<file path="src/rtl/apb_timer_multi.sv">
// apb_timer_multi
//   Multi-channel APB timer. It is a 4KB APB slave with N_TIMERS independent
//   channels. Each channel has a counter, a prescaler, a compare register and
//   a control register. Compare and overflow status bits are sticky, are
//   cleared by writing 1, and feed a per-channel level interrupt.
//
// Ports
//   HCLK      in   clock
//   HRESETn   in   synchronous active-low reset
//   PADDR     in   APB address (APB_ADDR_WIDTH)
//   PWDATA    in   APB write data (32)
//   PWRITE    in   APB write strobe
//   PSEL      in   APB select
//   PENABLE   in   APB enable
//   PRDATA    out  APB read data (32), zero outside a read access
//   PREADY    out  always 1 (zero wait states)
//   PSLVERR   out  error on an unmapped access
//   irq_o     out  per-channel level interrupt (N_TIMERS)
//
// Register map
//   PADDR[8]=0 : ch = PADDR[7:4], reg = PADDR[3:2]
//                0x0 COUNT, 0x4 PRESC, 0x8 CMP,
//                0xC CTRL {[4] CASCADE, [3] OVF_IE, [2] CMP_IE, [1] ONESHOT, [0] EN}
//   0x100      : STATUS, bit 2i = CMP_i, bit 2i+1 = OVF_i (write 1 to clear)
//
// Build option
//   TIMER_CASCADE_EN : when defined, CTRL[4] CASCADE exists for channels >= 1.
//                      A cascaded channel ticks on the compare event of the
//                      channel below it instead of on its own prescaler.

module apb_timer_multi #(
    parameter int APB_ADDR_WIDTH = 12,
    parameter int N_TIMERS       = 4,
    parameter int TIMER_WIDTH    = 32
) (
    input  logic                      HCLK,
    input  logic                      HRESETn,
    input  logic [APB_ADDR_WIDTH-1:0] PADDR,
    input  logic [31:0]               PWDATA,
    input  logic                      PWRITE,
    input  logic                      PSEL,
    input  logic                      PENABLE,
    output logic [31:0]               PRDATA,
    output logic                      PREADY,
    output logic                      PSLVERR,
    output logic [N_TIMERS-1:0]       irq_o
);

    localparam logic [1:0] REG_COUNT = 2'd0;
    localparam logic [1:0] REG_PRESC = 2'd1;
    localparam logic [1:0] REG_CMP   = 2'd2;

    // Per-channel state
    logic [N_TIMERS-1:0][TIMER_WIDTH-1:0] count_q, count_d;
    logic [N_TIMERS-1:0][TIMER_WIDTH-1:0] presc_q, presc_d;
    logic [N_TIMERS-1:0][TIMER_WIDTH-1:0] cmp_q,   cmp_d;
    logic [N_TIMERS-1:0][TIMER_WIDTH-1:0] pcnt_q,  pcnt_d;
    logic [N_TIMERS-1:0] en_q,      en_d;
    logic [N_TIMERS-1:0] oneshot_q, oneshot_d;
    logic [N_TIMERS-1:0] cmp_ie_q,  cmp_ie_d;
    logic [N_TIMERS-1:0] ovf_ie_q,  ovf_ie_d;
    logic [N_TIMERS-1:0] st_cmp_q,  st_cmp_d;
    logic [N_TIMERS-1:0] st_ovf_q,  st_ovf_d;
`ifdef TIMER_CASCADE_EN
    logic [N_TIMERS-1:0] casc_q,    casc_d;
`endif

    // Event signals
    logic [N_TIMERS-1:0] own_tick;
    logic [N_TIMERS-1:0] tick;
    logic [N_TIMERS-1:0] cmp_evt;
    logic [N_TIMERS-1:0] ovf_evt;

    // APB decode
    logic [31:0]         addr_ext;
    logic [3:0]          ch;
    logic [1:0]          rsel;
    logic                access;
    logic                in_chan;
    logic                in_status;
    logic                mapped;
    logic                wr_acc;
    logic                rd_acc;
    logic                status_wr;
    logic [N_TIMERS-1:0] chan_wr;
    logic [31:0]         rdata;
    logic                unused_bits;

    assign addr_ext  = 32'(PADDR);
    assign ch        = addr_ext[7:4];
    assign rsel      = addr_ext[3:2];
    assign access    = PSEL & PENABLE;
    // Only the 0x000-0x0FF channel window and the single STATUS word decode;
    // anything else in the 4KB window is an error.
    assign in_chan   = (addr_ext[31:8] == 24'd0) && (int'(ch) < N_TIMERS);
    assign in_status = (addr_ext[31:2] == 30'h40);
    assign mapped    = in_chan | in_status;
    assign wr_acc    = access & PWRITE & mapped;
    assign rd_acc    = access & ~PWRITE & mapped;
    assign status_wr = wr_acc & in_status;

    // Byte offset within a word is ignored; write data bits above the
    // implemented fields are dropped.
    assign unused_bits = ^{addr_ext[1:0], PWDATA};

    always_comb begin
        chan_wr = '0;
        for (int i = 0; i < N_TIMERS; i++) begin
            chan_wr[i] = wr_acc && in_chan && (ch == 4'(i));
        end
    end

    // Tick and event generation. Compare takes precedence over overflow so a
    // compare value of all-ones reports a compare, not an overflow.
    always_comb begin
`ifdef TIMER_CASCADE_EN
        logic prev_cmp;
        prev_cmp = 1'b0;
`endif
        own_tick = '0;
        tick     = '0;
        cmp_evt  = '0;
        ovf_evt  = '0;
        for (int i = 0; i < N_TIMERS; i++) begin
            own_tick[i] = en_q[i] && (pcnt_q[i] == presc_q[i]);
            tick[i]     = own_tick[i];
`ifdef TIMER_CASCADE_EN
            // Same-cycle ripple: a cascaded channel sees the lower channel's
            // compare event in the cycle it happens.
            if (casc_q[i]) begin
                tick[i] = en_q[i] && prev_cmp;
            end
`endif
            cmp_evt[i] = tick[i] && (cmp_q[i] != '0) && (count_q[i] == cmp_q[i]);
            ovf_evt[i] = tick[i] && !cmp_evt[i] && (count_q[i] == '1);
`ifdef TIMER_CASCADE_EN
            prev_cmp = cmp_evt[i];
`endif
        end
    end

    // Next-state: hardware updates first, APB writes last so they win.
    always_comb begin
        count_d   = count_q;
        presc_d   = presc_q;
        cmp_d     = cmp_q;
        pcnt_d    = pcnt_q;
        en_d      = en_q;
        oneshot_d = oneshot_q;
        cmp_ie_d  = cmp_ie_q;
        ovf_ie_d  = ovf_ie_q;
        st_cmp_d  = st_cmp_q;
        st_ovf_d  = st_ovf_q;
`ifdef TIMER_CASCADE_EN
        casc_d    = casc_q;
`endif
        for (int i = 0; i < N_TIMERS; i++) begin
            // Prescaler: restart on COUNT/PRESC write so the next tick is a
            // full period after the write.
            if (chan_wr[i] && ((rsel == REG_COUNT) || (rsel == REG_PRESC))) begin
                pcnt_d[i] = '0;
            end else if (own_tick[i]) begin
                pcnt_d[i] = '0;
            end else if (en_q[i]) begin
                pcnt_d[i] = pcnt_q[i] + TIMER_WIDTH'(1);
            end

            if (cmp_evt[i] || ovf_evt[i]) begin
                count_d[i] = '0;
            end else if (tick[i]) begin
                count_d[i] = count_q[i] + TIMER_WIDTH'(1);
            end

            if (cmp_evt[i] && oneshot_q[i]) begin
                en_d[i] = 1'b0;
            end

            if (chan_wr[i]) begin
                case (rsel)
                    REG_COUNT: count_d[i] = PWDATA[TIMER_WIDTH-1:0];
                    REG_PRESC: presc_d[i] = PWDATA[TIMER_WIDTH-1:0];
                    REG_CMP:   cmp_d[i]   = PWDATA[TIMER_WIDTH-1:0];
                    default: begin
                        en_d[i]      = PWDATA[0];
                        oneshot_d[i] = PWDATA[1];
                        cmp_ie_d[i]  = PWDATA[2];
                        ovf_ie_d[i]  = PWDATA[3];
`ifdef TIMER_CASCADE_EN
                        casc_d[i]    = (i > 0) ? PWDATA[4] : 1'b0;
`endif
                    end
                endcase
            end

            // Status: a same-cycle hardware set beats the W1C clear.
            if (status_wr && PWDATA[2*i]) begin
                st_cmp_d[i] = 1'b0;
            end
            if (status_wr && PWDATA[2*i+1]) begin
                st_ovf_d[i] = 1'b0;
            end
            if (cmp_evt[i]) begin
                st_cmp_d[i] = 1'b1;
            end
            if (ovf_evt[i]) begin
                st_ovf_d[i] = 1'b1;
            end
        end
    end

    always_ff @(posedge HCLK) begin
        if (!HRESETn) begin
            count_q   <= '0;
            presc_q   <= '0;
            cmp_q     <= '0;
            pcnt_q    <= '0;
            en_q      <= '0;
            oneshot_q <= '0;
            cmp_ie_q  <= '0;
            ovf_ie_q  <= '0;
            st_cmp_q  <= '0;
            st_ovf_q  <= '0;
`ifdef TIMER_CASCADE_EN
            casc_q    <= '0;
`endif
        end else begin
            count_q   <= count_d;
            presc_q   <= presc_d;
            cmp_q     <= cmp_d;
            pcnt_q    <= pcnt_d;
            en_q      <= en_d;
            oneshot_q <= oneshot_d;
            cmp_ie_q  <= cmp_ie_d;
            ovf_ie_q  <= ovf_ie_d;
            st_cmp_q  <= st_cmp_d;
            st_ovf_q  <= st_ovf_d;
`ifdef TIMER_CASCADE_EN
            casc_q    <= casc_d;
`endif
        end
    end

    // Read mux, combinational from current state
    always_comb begin
        rdata = '0;
        if (in_status) begin
            for (int i = 0; i < N_TIMERS; i++) begin
                rdata[2*i]   = st_cmp_q[i];
                rdata[2*i+1] = st_ovf_q[i];
            end
        end else if (in_chan) begin
            for (int i = 0; i < N_TIMERS; i++) begin
                if (ch == 4'(i)) begin
                    case (rsel)
                        REG_COUNT: rdata = 32'(count_q[i]);
                        REG_PRESC: rdata = 32'(presc_q[i]);
                        REG_CMP:   rdata = 32'(cmp_q[i]);
`ifdef TIMER_CASCADE_EN
                        default:   rdata = {27'd0, casc_q[i], ovf_ie_q[i], cmp_ie_q[i],
                                            oneshot_q[i], en_q[i]};
`else
                        default:   rdata = {28'd0, ovf_ie_q[i], cmp_ie_q[i],
                                            oneshot_q[i], en_q[i]};
`endif
                    endcase
                end
            end
        end
    end

    assign PRDATA  = rd_acc ? rdata : 32'd0;
    assign PREADY  = 1'b1;
    assign PSLVERR = access & ~mapped;
    assign irq_o   = (st_cmp_q & cmp_ie_q) | (st_ovf_q & ovf_ie_q);

endmodule
</file>
<file path="config.mk">
export PLATFORM = sky130hd
export DESIGN_NAME = apb_timer_multi
export DESIGN_NICKNAME = d
export VERILOG_FILES = /design/src/rtl/apb_timer_multi.sv
export SDC_FILE = /design/constraint.sdc
export NUM_CORES = 2
export LEC_CHECK = 0
export BUFFER_PORTS_ARGS = -buffer_cell sky130_fd_sc_hd__buf_2
export CAP_MARGIN = 10
export CORE_MARGIN = 5
export CORE_UTILIZATION = 57
export CTS_CLUSTER_DIAMETER = 150
export DETAILED_ROUTE_END_ITERATION = 7
export GPL_ROUTABILITY_DRIVEN = 0
export MAX_ROUTING_LAYER = met4
export PLACE_DENSITY = 0.77
export SYNTH_ARGS = -nofsm -noshare
export SYNTH_HDL_FRONTEND = slang
export SYNTH_SLANG_ARGS = --single-unit
</file>
<file path="constraint.sdc">
create_clock -name HCLK -period 2.9 [get_ports HCLK]
set_input_delay 0.58 -clock HCLK [delete_from_list [all_inputs] [get_ports HCLK]]
set_output_delay 0.58 -clock HCLK [all_outputs]
set_load 0.05 [all_outputs]
</file>
# ---- Word level (Yosys, flattened, before mapping)
# Cells that the tools add are included.
dict set report totals {
  reg_bits 536
  input_bits 49
  out_inout_bits 38
  elab_cells 218
}
dict set report classes {
  add_sub_neg 8
  n_lt_le_gt_ge 1
  n_eq_ne 18
  muxes 56
  n_bitwise 15
  reduce_logical 83
}
# operator count
set ops {}
lappend ops {{2-to-1 mux 32 bit} 22}
lappend ops {{one-hot mux 32 bit (3 select lines)} 4}
lappend ops {{adder 32 x 1 -> 32 bit, second input constant} 8}
lappend ops {{equality test 32 bit} 8}
lappend ops {{equality test 32 bit, second input constant} 4}
lappend ops {{nonzero test 32 bit} 4}
lappend ops {{logical AND 1 bit} 42}
lappend ops {{2-to-1 mux 1 bit} 28}
lappend ops {{logical NOT 24 bit} 1}
lappend ops {{2-to-1 mux 24 bit} 1}
lappend ops {{AND reduction 2 bit} 12}
lappend ops {{nonzero test 2 bit} 8}
lappend ops {{OR reduction 3 bit} 5}
lappend ops {{equality test 10 x 7 -> 1 bit, second input constant} 1}
lappend ops {{AND 4 bit} 2}
lappend ops {{equality test 4 x 2 -> 1 bit, second input constant} 2}
lappend ops {{2-to-1 mux 8 bit} 1}
lappend ops {{AND 1 bit} 7}
lappend ops {{logical OR 1 bit} 5}
lappend ops {{equality test 4 x 1 -> 1 bit, second input constant} 1}
lappend ops {{logical NOT 1 bit} 4}
lappend ops {{logical NOT 4 bit} 1}
lappend ops {{less-than comparator 4 x 3 -> 1 bit, second input constant} 1}
lappend ops {{inverter 1 bit} 4}
lappend ops {{other kinds (5)} 5}

# ---- Depth between registers and ports, before layout
dict set report logic_depth {
  word_depth 11
  ltp_mapped 10
  ltp_nobuf 8
}

# ---- Least setup slack after synthesis
# No wires, ideal clock.
dict set report synth_path {
  kind {input -> output}
  start {input PADDR[3]}
  end {output PRDATA[19]}
  arrival_time_ns 3.549
  required_time_ns 2.320
  slack_ns -1.229
  stages 9
  path_buffers 4
  cell_sequence {clkbuf_1 nor2b_1 clkbuf_1 clkbuf_1 clkbuf_1 nand2_1 o211ai_1 a21oi_1 nor4_1}
}
dict set report synth_via {
  elab_chain_cells 9
  word_cells_on_any_way 17
  classes_between {eq/ne (3); mux (11); bitwise (2); reduce/logical (1)}
}
# item line_no
set synth_rtl {}
lappend synth_rtl {{start: declaration} 38} ;# input logic [APB_ADDR_WIDTH-1:0] PADDR,
lappend synth_rtl {{equality test 2 bit, or another cell as far along} 254} ;# case (rsel)
lappend synth_rtl {{one-hot mux 32 bit (3 select lines)} 254}
lappend synth_rtl {{2-to-1 mux 32 bit (4 in a row)} 253} ;# if (ch == 4'(i)) begin
lappend synth_rtl {{2-to-1 mux 32 bit} 251} ;# end else if (in_chan) begin
lappend synth_rtl {{2-to-1 mux 24 bit} 246} ;# if (in_status) begin
lappend synth_rtl {{2-to-1 mux 32 bit *} 271} ;# assign PRDATA = rd_acc ? rdata : 32'd0;
lappend synth_rtl {{end: declaration} 43} ;# output logic [31:0] PRDATA,
# Mark *: on every way between the ends. The rest lies on a longest branch, timed or not.

# ---- Worst setup path in the final report
dict set report layout_path {
  start {register presc_q[6] (netlist name)}
  end {output PRDATA[6]}
}
dict set report layout_via {
  elab_chain_cells 8
}
# item line_no
set layout_rtl {}
lappend layout_rtl {{start: declaration} 55} ;# logic [N_TIMERS-1:0][TIMER_WIDTH-1:0] presc_q, presc_d;
lappend layout_rtl {{start signal: assignment} 228} ;# presc_q <= presc_d;
lappend layout_rtl {{one-hot mux 32 bit (3 select lines)} 254}
lappend layout_rtl {{2-to-1 mux 32 bit (4 in a row)} 253}
lappend layout_rtl {{2-to-1 mux 32 bit} 251}
lappend layout_rtl {{2-to-1 mux 8 bit} 246}
lappend layout_rtl {{2-to-1 mux 32 bit} 271}
# Every way passes these cells.

==> out/qor_table.md <==
| Result | This run |
| --- | --- |
| Kind of cell adding the most delay to the critical path | compound AO/OA/AOI/OAI gates |
| Run status | finished with violations |
| Clock Sinks | 536 |
| Synthesis warning total | 0 |
| Global-route wire length before repair | 172 mm |
| Avg Synthesized Cell Area | 7.94 sq um |
| Final TNS setup | -495 ps |
| Relative slew margins | 42.6% |
| HPWL after detailed placement | 82.8 mm |
| Share of flip-flops with an asynchronous set or reset | 0% |
| Critical Path Fanout Max | 3 |
| Part of the Yosys area used for sequential elements | 36.9% |
| Top FF cell, synth | dfxtp_1 |
| Area used by multi-input combinational logic | 17700 sq um |
| Port Buffer Count | 83 |
| Post-detailed-route count of antenna-violating nets | 0 |
| Iteration-0 DRC Markers | 4420 |
| Post-route minimum period | 3000 ps |
| Clock transition at the registers of the reported paths | 60 ps |
| Vias per inst | 6.59 |
| Vias after detailed routing | 30.1k |
| Chip height | 236 um |
| Placed standard-cell area | 32300 sq um |
| Chip Width | 236 um |
| First-pass iteration count of the detailed router | 8 |
| Vias in the first global route | 27.1k |
| Period utilisation layout | 103% |
| List of cells traversed by the critical path | mux2i_1 > o21ai_1 > a222oi_1 > or3_1 > a21oi_4 > buf_6 |
| Total clock buffers created by CTS | 57 |
| Nature of the critical path endpoint | primary output |
| Number of buffers and inverters on the critical path | 1 |
| Starting utilization of the core area | 57.8% |
| Inst Count DP | 4424 |
| Final worst-path setup slack | -98.2 ps |
| Net count after synthesis | 3717 |
| Die Area | 55600 sq um |
| Maximum clock frequency | 334 MHz |
| Required time of the critical path | 2320 ps |
| Failing checks | negative setup slack |
| Clock tree from TritonCTS | yes |
| Maximum number of pins on one net before global-route repair | 106 |
| Setup repair after global routing missed its margin | yes |
| Number of pins with negative max-slew slack in the final report | 0 |
| Commonest cells after routing, fill and taps aside | 667 x nand2_1, 494 x dfxtp_1, 293 x a21oi_1 |
| IR drop worst, VDD | 0.459 mV |
| Final global-route overflow total | 0 |
| Final setup violating endpoints | 16 |
| Final wirelength | 118 mm |
| Number of enable flip-flop cells after synthesis | 0 |
| Number of distinct standard cells referenced by the synthesized netlist | 68 |
| Share of post-route cells with drive strength above 1 | 16.7% |
| Power per Cell Area | 474 nW/um^2 |
| Total number of nets in the final design | 3886 |
| Layout Cells excl Fill | 4558 |
| Global-route usage over all layers | 41.2% |
| Number of synthesized register bits | 536 |
| Layout Cell Area excl Fill | 34900 sq um |
| Final hold violation count | 0 |
| Crit path launch type | flip-flop |
| Post-synthesis instance total | 3660 |
| Placement row count | 82 |
| Total DRC errors in the routed layout | 0 |
| Worst setup skew after layout | 34.8 ps |
| Utilization after layout | 69.5% |
| I/O pin count | 87 |
| Type of the worst min-delay path | primary input to flip-flop |
| Cell at the root of the clock tree | clkbuf_16 |
| CP arrival | 2420 ps |
| Number of H-tree levels | 2 |
| Delay of the slowest cell on the worst path | 450 ps |
| Max Cap Viol | 0 |
| Slew of the pin with the lowest slew margin | 854 ps |
| Worst Hold Margin | 316 ps |
| Critical-path top delay cell | dfxtp_1 |
| Worst Path Class, Setup | flip-flop to primary output |
| Fillcell total | 3933 |
| Relative area change from synthesis to final layout | 20.2% |
| Area used by sequential logic in the layout | 10800 sq um |
| Drt wl/cell | 25.8 um |
| Area of the mapped netlist | 29100 sq um |
| Most common cell after layout, fill and taps aside | nand2_1 |
| Leakage component of the power | 0.0129 uW |
| Core Region | 50300 sq um |
| Antenna violations before repair | 7 |
| Clock insertion delay at the later pin of the skew report | 650 ps |
| Worst-case clock buffer depth | 3 |
[registers in the layout, summed over array words and instances (netlist names), 128 cells and up]
name     cells
count_q    128
cmp_q      128
pcnt_q     128
presc_q    128
[timing repair]
item	4_1_cts	5_1_grt
hold endpoints to repair	0	0
buffers inserted	12	7
hold buffers	0	0
pin swaps	19	24
gates resized for setup	116	57
cloned	1	0
endpoints found under the setup margin	32	36
[worst paths after layout]
path,startpoint,endpoint,slack [ps],depth (start not counted)
worst min register to register,st_cmp_q[2]$_SDFFE_PN0P_,st_cmp_q[2]$_SDFFE_PN0P_,480,2
worst max register to register,pcnt_q[103]$_SDFFE_PP0P_,count_q[125]$_SDFF_PN0_,110,8
worst max-delay path,presc_q[6]$_SDFFE_PN0P_,PRDATA[6],-100,6
worst min-delay path,PWDATA[1],cmp_q[1]$_SDFFE_PN0P_,320,3
[routing by layer]
metal / GRT usage [%] / vias up / share of wire, %
met5: - / - / 0
met4: 27.5 / 0 / 9.3
met3: 16.2 / 668 / 16
met2: 55.4 / 2286 / 39
met1: 50.7 / 14000 / 35
li1: - / 13100 / -
[cells in the mapped netlist (7+ instances only)]
library cell / n / area, sq um
dfxtp_1: 536 / 10700
inv_1: 27 / 101
a21oi_1: 303 / 1520
nor3_1: 73 / 365
nor4_1: 110 / 688
nand4_1: 110 / 688
nand3_1: 117 / 586
and2_1: 18 / 113
xor2_1: 264 / 2310
nand2_1: 668 / 2510
ha_1: 8 / 100
xnor2_1: 234 / 2050
mux2i_1: 159 / 1590
o21ai_0: 82 / 410
o211ai_1: 36 / 270
and4_1: 26 / 228
o22ai_1: 108 / 676
and3_1: 43 / 269
or4_1: 7 / 52.6
buf_1: 17 / 63.8
a32oi_1: 21 / 184
mux4_2: 16 / 360
a2bb2oi_1: 8 / 70.1
clkbuf_1: 221 / 830
or3_1: 14 / 87.6
buf_2: 30 / 150
a211oi_1: 28 / 210
nor2_1: 289 / 1080
[worst reg2reg max path, cell delays in order, from the launching register on]
cell and delay, ps:
dfxtp_1 350, xor2_1 210, or4_1 530, or4_1 430, or3_4 430, a21oi_2 220, or3_1 180, buf_12 190
o22ai_1 130
[cells by family (layout without fill, tap and decap cells)]
kind of cell | count (synthesis) | after routing | share of synthesized area, %
AO/OA/AOI/OAI | 616 | 616 | 12.4
AND/OR/NAND/NOR | 1522 | 1522 | 24.3
other | 1 | 12 | 0.0129
XOR/XNOR | 498 | 498 | 15.0
flip-flops | 536 | 536 | 36.9
buffers and inverters | 304 | 519 | 4.27
adder cells (fa/ha/maj) | 8 | 8 | 0.344
multiplexers | 175 | 175 | 6.72
[cell type report]
class	count	share of cell area (%)
multi-input cells	2820	50.7
clock inverters	28	1.16
well taps	672	2.41
diodes	11	0.0788
clock buffers	77	4.73
repair buffers	387	9.66
inverters	27	0.312
flip-flops and latches	536	31.0
[through the flow]
step | setup slack, ps | power [uW]
floorplan | 3.77 | 7970
global placement | -196 | 8530
detailed placement | -217 | 8530
CTS | -50.0 | 16400
global route | -148 | 16800
finish | -98.2 | 16600
[power by group]
| part | switching (uW) | total, uW | internal, uW |
|---|---|---|---|
| combinational | 824 | 1140 | 315 |
| clock | 3200 | 8070 | 4860 |
| sequential | 0.270 | 7350 | 7350 |
| total | 4030 | 16600 | 12500 |
No activity file was read; power rests on OpenSTA's default activity.
